===== src/rtl/fetch_unit.sv =====
// Instruction-fetch stage: owns the PC, issues instruction-memory reads,
// parks a fetched word while the hazard unit stalls, applies EX/MEM
// redirects and fills the IF/ID latch.
module fetch_unit #(
    parameter logic [31:0] PC_INIT = 32'h0000_0000,
    parameter logic [31:0] PC_STEP = 32'd4
) (
    input  logic        CLK,
    input  logic        nRST,
    input  logic        ihit,
    input  logic [31:0] imemload,
    output logic        imemREN,
    output logic [31:0] imemaddr,
    input  logic        pcstall,
    input  logic        ifid_enable,
    input  logic        ifid_nop,
    input  logic        branch_taken,
    input  logic [31:0] branch_target,
    input  logic [1:0]  jump_sel,
    input  logic [31:0] jump_target,
    input  logic [31:0] jr_target,
    input  logic        halt,
    output logic [31:0] ifid_instr,
    output logic [31:0] ifid_npc,
    output logic        ifid_valid,
    output logic [31:0] fetch_count
);

    typedef enum logic [1:0] {
        FETCH  = 2'd0,
        HOLD   = 2'd1,
        HALTED = 2'd2
    } state_t;

    state_t      state_q, state_d;
    logic [31:0] pc_q, pc_d;
    logic [31:0] buf_instr_q, buf_instr_d;
    logic [31:0] buf_npc_q, buf_npc_d;
    logic [31:0] ifid_instr_q, ifid_instr_d;
    logic [31:0] ifid_npc_q, ifid_npc_d;
    logic        ifid_valid_q, ifid_valid_d;
    logic [31:0] fetch_count_q, fetch_count_d;

    logic        redirect;
    logic [31:0] redirect_target;
    logic        accept;
    logic [31:0] pc_next;

    // Redirect detection and target selection (JR > J > branch); 2'b11 is ignored
    always_comb begin
        redirect = ((jump_sel == 2'b01) || (jump_sel == 2'b10) || branch_taken)
                   && (state_q != HALTED);
        if (jump_sel == 2'b10) begin
            redirect_target = jr_target;
        end else if (jump_sel == 2'b01) begin
            redirect_target = jump_target;
        end else begin
            redirect_target = branch_target;
        end
    end

    // Next-state, PC, hold buffer and IF/ID latch update
    always_comb begin
        state_d       = state_q;
        pc_d          = pc_q;
        buf_instr_d   = buf_instr_q;
        buf_npc_d     = buf_npc_q;
        ifid_instr_d  = ifid_instr_q;
        ifid_npc_d    = ifid_npc_q;
        ifid_valid_d  = ifid_valid_q;
        fetch_count_d = fetch_count_q;
        pc_next       = pc_q + PC_STEP;
        accept        = !pcstall && ifid_enable && !ifid_nop;

        if (redirect) begin
            pc_d         = redirect_target;
            buf_instr_d  = '0;
            buf_npc_d    = '0;
            ifid_instr_d = '0;
            ifid_npc_d   = '0;
            ifid_valid_d = 1'b0;
            state_d      = FETCH;
        end else if (state_q == HALTED || halt) begin
            // The halt edge itself already behaves like HALTED: nothing new is delivered
            ifid_instr_d = '0;
            ifid_npc_d   = '0;
            ifid_valid_d = 1'b0;
            buf_instr_d  = '0;
            buf_npc_d    = '0;
            state_d      = HALTED;
        end else begin
            case (state_q)
                FETCH: begin
                    if (ihit && accept) begin
                        ifid_instr_d  = imemload;
                        ifid_npc_d    = pc_next;
                        ifid_valid_d  = 1'b1;
                        pc_d          = pc_next;
                        fetch_count_d = fetch_count_q + 32'd1;
                    end else if (ihit) begin
                        // Word arrived but IF/ID cannot take it: park it, stop reading
                        buf_instr_d = imemload;
                        buf_npc_d   = pc_next;
                        state_d     = HOLD;
                    end
                end
                HOLD: begin
                    if (accept) begin
                        ifid_instr_d  = buf_instr_q;
                        ifid_npc_d    = buf_npc_q;
                        ifid_valid_d  = 1'b1;
                        pc_d          = pc_next;
                        fetch_count_d = fetch_count_q + 32'd1;
                        buf_instr_d   = '0;
                        buf_npc_d     = '0;
                        state_d       = FETCH;
                    end
                end
                default: state_d = HALTED;
            endcase

            if (ifid_nop) begin
                ifid_instr_d = '0;
                ifid_npc_d   = '0;
                ifid_valid_d = 1'b0;
            end
        end
    end

    // State and datapath registers
    always_ff @(posedge CLK or negedge nRST) begin
        if (!nRST) begin
            state_q       <= FETCH;
            pc_q          <= PC_INIT;
            buf_instr_q   <= '0;
            buf_npc_q     <= '0;
            ifid_instr_q  <= '0;
            ifid_npc_q    <= '0;
            ifid_valid_q  <= 1'b0;
            fetch_count_q <= '0;
        end else begin
            state_q       <= state_d;
            pc_q          <= pc_d;
            buf_instr_q   <= buf_instr_d;
            buf_npc_q     <= buf_npc_d;
            ifid_instr_q  <= ifid_instr_d;
            ifid_npc_q    <= ifid_npc_d;
            ifid_valid_q  <= ifid_valid_d;
            fetch_count_q <= fetch_count_d;
        end
    end

    assign imemREN     = (state_q == FETCH);
    assign imemaddr    = pc_q;
    assign ifid_instr  = ifid_instr_q;
    assign ifid_npc    = ifid_npc_q;
    assign ifid_valid  = ifid_valid_q;
    assign fetch_count = fetch_count_q;

endmodule

===== config.mk =====
export PLATFORM = sky130hd
export DESIGN_NAME = fetch_unit
export DESIGN_NICKNAME = d
export VERILOG_FILES = /design/src/rtl/fetch_unit.sv
export SDC_FILE = /design/constraint.sdc
export NUM_CORES = 1
export LEC_CHECK = 0
export BUFFER_PORTS_ARGS = -buffer_cell sky130_fd_sc_hd__buf_2
export CORE_ASPECT_RATIO = 1.75
export CORE_MARGIN = 2
export CORE_UTILIZATION = 55
export CTS_CLUSTER_DIAMETER = 150
export DETAILED_ROUTE_END_ITERATION = 10
export GPL_TIMING_DRIVEN = 0
export PLACE_DENSITY = 0.83
export SLEW_MARGIN = 10
export SYNTH_ARGS = -nofsm -noshare
export SYNTH_HDL_FRONTEND = slang
export SYNTH_SLANG_ARGS = --single-unit
export TNS_END_PERCENT = 30

===== constraint.sdc =====
create_clock -name CLK -period 3.4 [get_ports CLK]
set_input_delay 0.68 -clock CLK [delete_from_list [all_inputs] [get_ports CLK]]
set_output_delay 0.68 -clock CLK [all_outputs]
set_load 0.05 [all_outputs]

==> flow_metrics.env <==
export IMPL_crit_path_max_incr_delay_ps=650
export IMPL_max_slew_margin_pct=49.68
export IMPL_min_period_over_period_pct=85.97
export IMPL_fin_ws_ps=477.0
export IMPL_cts_sinks=195
export IMPL_crit_path_end_kind="flip-flop"
export IMPL_final_area_um2=12170
export IMPL_cts_resized=0
export IMPL_final_min_clock_period_ps=2923
export IMPL_drt_pre_antenna_iters=5
export IMPL_cp_slowest_cell="nor3_1"
export IMPL_drive_gt1_share_pct=25.29
export IMPL_fin_skew_ps=13.07
export IMPL_path_max_fanout=10
export IMPL_grt_setup_unrepaired="false"
export IMPL_p_switching_mw=2.287
export IMPL_chipWidth_um=105.3
export IMPL_n_antenna_cell=0
export IMPL_yosys_top_cells_area="dfrtp_1 49%, mux2i_1 6.8%, nand2_1 4.6%"
export IMPL_combinationalPowerShare_pct=25.2
export IMPL_path_cells="buf_2, inv_1, ha_1, nor3b_1, nand2_1, nor3_1, clkbuf_1, a32oi_1, o21ai_0"
export IMPL_post_drt_wl_per_cell_um=17.88
export IMPL_sequentialPowerShare_pct=41.5
export IMPL_cts_root_buffer="clkbuf_16"
export IMPL_ios=268
export IMPL_finalPower_mw=6.416
export IMPL_chipHeight_um=181.4
export IMPL_grt_max_degree=104
export IMPL_cts_path_max_buffers=2
export IMPL_grt_antenna_before_repair=0
export IMPL_critPathTopFamily="simple AND/OR/NAND/NOR gates"
export IMPL_drt_initial_drc_count=526
export IMPL_grt_pass1_vias=8853
export IMPL_p_sw_share_pct=35.64
export IMPL_status="completed"
export IMPL_finalWirelength_mm=27.60
export IMPL_grtUsageTotal_pct=29.29
export IMPL_r2r_cells=7
export IMPL_post_dp_hpwl_mm=21.27
export IMPL_hp_class="primary input to asynchronous set/reset pin"
export IMPL_hold_viol_final=0
export IMPL_ys_async_sr_fraction_pct=100.0
export IMPL_synth_common_cells="195 x dfrtp_1, 122 x nand2_1, 68 x a21oi_1, 67 x mux2i_1, 66 x nand3_1"
export IMPL_clk_latency_ps=440
export IMPL_worstReg2RegStart="imemaddr[14]"
export IMPL_ir_drop_mv=0.3546
export IMPL_dieArea_um2=19100
export IMPL_cap_viol_max_count=0
export IMPL_clkTransAtPathRegs_ps=80
export IMPL_rows=64
export IMPL_power_density_nw_per_um2=527.2
export IMPL_worst_pin_slew_ps=754.8
export IMPL_power_internal_mw=4.129
export IMPL_clock_power_share_pct=33.3
export IMPL_routed_via_count=8880
export IMPL_fmax_mhz=342.1
export IMPL_synth_edf_count=0
export IMPL_avgSynthCellArea_um2=9.749
export IMPL_post_synth_top_count_cell="dfrtp_1"
export IMPL_final_antenna_net_count=0
export IMPL_ys_warnings_count=0
export IMPL_pre_cts_slack_ps=-22.07
export IMPL_start_util_pct=56.37
export IMPL_worstPathRequired_ps=3750
export IMPL_syn_inst=1014
export IMPL_cts_tree="built"
export IMPL_ctsHoldBuffers=0
export IMPL_ys_seq_elements=195
export IMPL_dpl_cell_area_um2=11540
export IMPL_core_um2=17540
export IMPL_drc=0
export IMPL_finalSetupViolCount=0
export IMPL_grt_pass1_wl_mm=44.05
export IMPL_yosysTopAreaCell="dfrtp_1"
export IMPL_start_kind="primary input"
export IMPL_synth_top_cell_area_share_pct=49.36
export IMPL_fillers=1433
export IMPL_cts_setup_buffers=0
export IMPL_synth_cell_type_count=54
export IMPL_gp_congestion=0.8655
export IMPL_crit_buf_inv=3
export IMPL_grt_ovfl_total=0
export IMPL_area_growth_pct=23.12
export IMPL_netlist_area_um2=9886
export IMPL_synth_flop_cell="dfrtp_1"
export IMPL_total_leakage_power_nw=5.648
export IMPL_syn_num_nets=1156
export IMPL_synth_seq_area_share_pct=49.36
export IMPL_io_buffers=266
export IMPL_nets=1442
export IMPL_arrival_ps=3280
export IMPL_viasPerCell=5.751
export IMPL_htreeDepth=4
export IMPL_numCtsBuffers=17
export IMPL_crit_type="primary input to flip-flop"
export IMPL_rrSetupSlack_ps=690
export IMPL_finalMaxSlewViolations=0
export IMPL_r2r_end="ifid_npc[28]"
## cells by family after synthesis
group           synth area share (%)
compound gates                 14.56
xor+xnor                       6.910
fa+ha+maj                     0.5063
buf+inv                        3.582
flops                          49.36
mux                            7.012
simple gates                   18.07
## cells in the final DEF, fill, tap and decap left out, types with 10 or more instances in the layout
cell type,count
xnor2_1,31
o2bb2ai_1,27
o21ai_1,10
dfrtp_1,195
o22ai_1,16
clkbuf_1,54
clkbuf_16,17
mux2i_1,67
xor2_1,47
nand2_1,122
a31oi_1,15
o21ai_0,49
a211oi_1,21
nor3b_1,16
nand3_1,66
nor2_1,60
and3_1,20
buf_2,281
nand4_1,24
a21oi_1,68
## final cells by class
cell class,count,area (um^2),area share [%]
inverter,4,15.01,0.1234
multi-input combinational,736,4652,38.22
buffer,79,339.1,2.786
tap,231,289.0,2.375
clock buffer,18,439.2,3.608
timing repair buffer,267,1369,11.25
clock inverter,14,188.9,1.552
sequential,195,4880,40.09
## sequential cells by signal, summed over array words and instances, names as in the netlist
| signal | flops |
|---|---|
| buf_npc_q | 32 |
| ifid_instr | 32 |
| fetch_count | 32 |
| imemaddr | 32 |
| buf_instr_q | 32 |
| ifid_valid | 1 |
| ifid_npc | 32 |
| state_q | 2 |
## power by group through the flow
stage | clock, mW | combinational, mW | sequential (mW)
6_report | 2.14 | 1.62 | 2.66
5_1_grt | 2.26 | 1.74 | 2.68
4_1_cts | 2.17 | 1.61 | 2.65
3_5_place_dp | 0 | 1.60 | 2.70
3_3_place_gp | 0 | 1.57 | 2.69
2_1_floorplan | 0 | 0.683 | 3.08
## routing by layer
layer	global-route usage (%)	share of wire, %	vias up
met5	0	0	-
met4	15.25	4.7	0
met3	4.690	5.4	75
met2	53.78	54	366
met1	31.85	36	4237
li1	-	-	4202
## worst register-to-register path: stages (launching register included)
cell,delay (ps)
dfrtp_1,340
clkbuf_1,280
nand4_1,370
nor4_1,750
buf_2,340
nand2_1,90
xor2_1,260
o22ai_1,130
## through the flow
stage	utilization, %	hold slack (ps)	std cells	setup TNS (ps)
global route	69.41	313.2	1544	0
detailed placement	65.82	465.1	1512	-96.17
floorplan	-	384.4	1014	0
global placement	65.61	455.0	1511	-290710
finish	69.41	265.5	1544	0
CTS	69.41	294.7	1544	0
## how the worst max path moves through the flow
stage	endpoint	from	depth (start not counted)	slack, ps
2_1_floorplan	fetch_count[0]	jump_sel[0]	8	710
3_3_place_gp	ifid_instr[16]	nRST	1	-1510
3_5_place_dp	ifid_npc[13]	jump_sel[0]	9	-20
4_1_cts	ifid_npc[9]	jump_sel[0]	9	410
5_1_grt	ifid_npc[5]	jump_sel[0]	9	270
6_report	ifid_npc[9]	jump_sel[0]	9	480
Power figures use the tool's default switching activity.
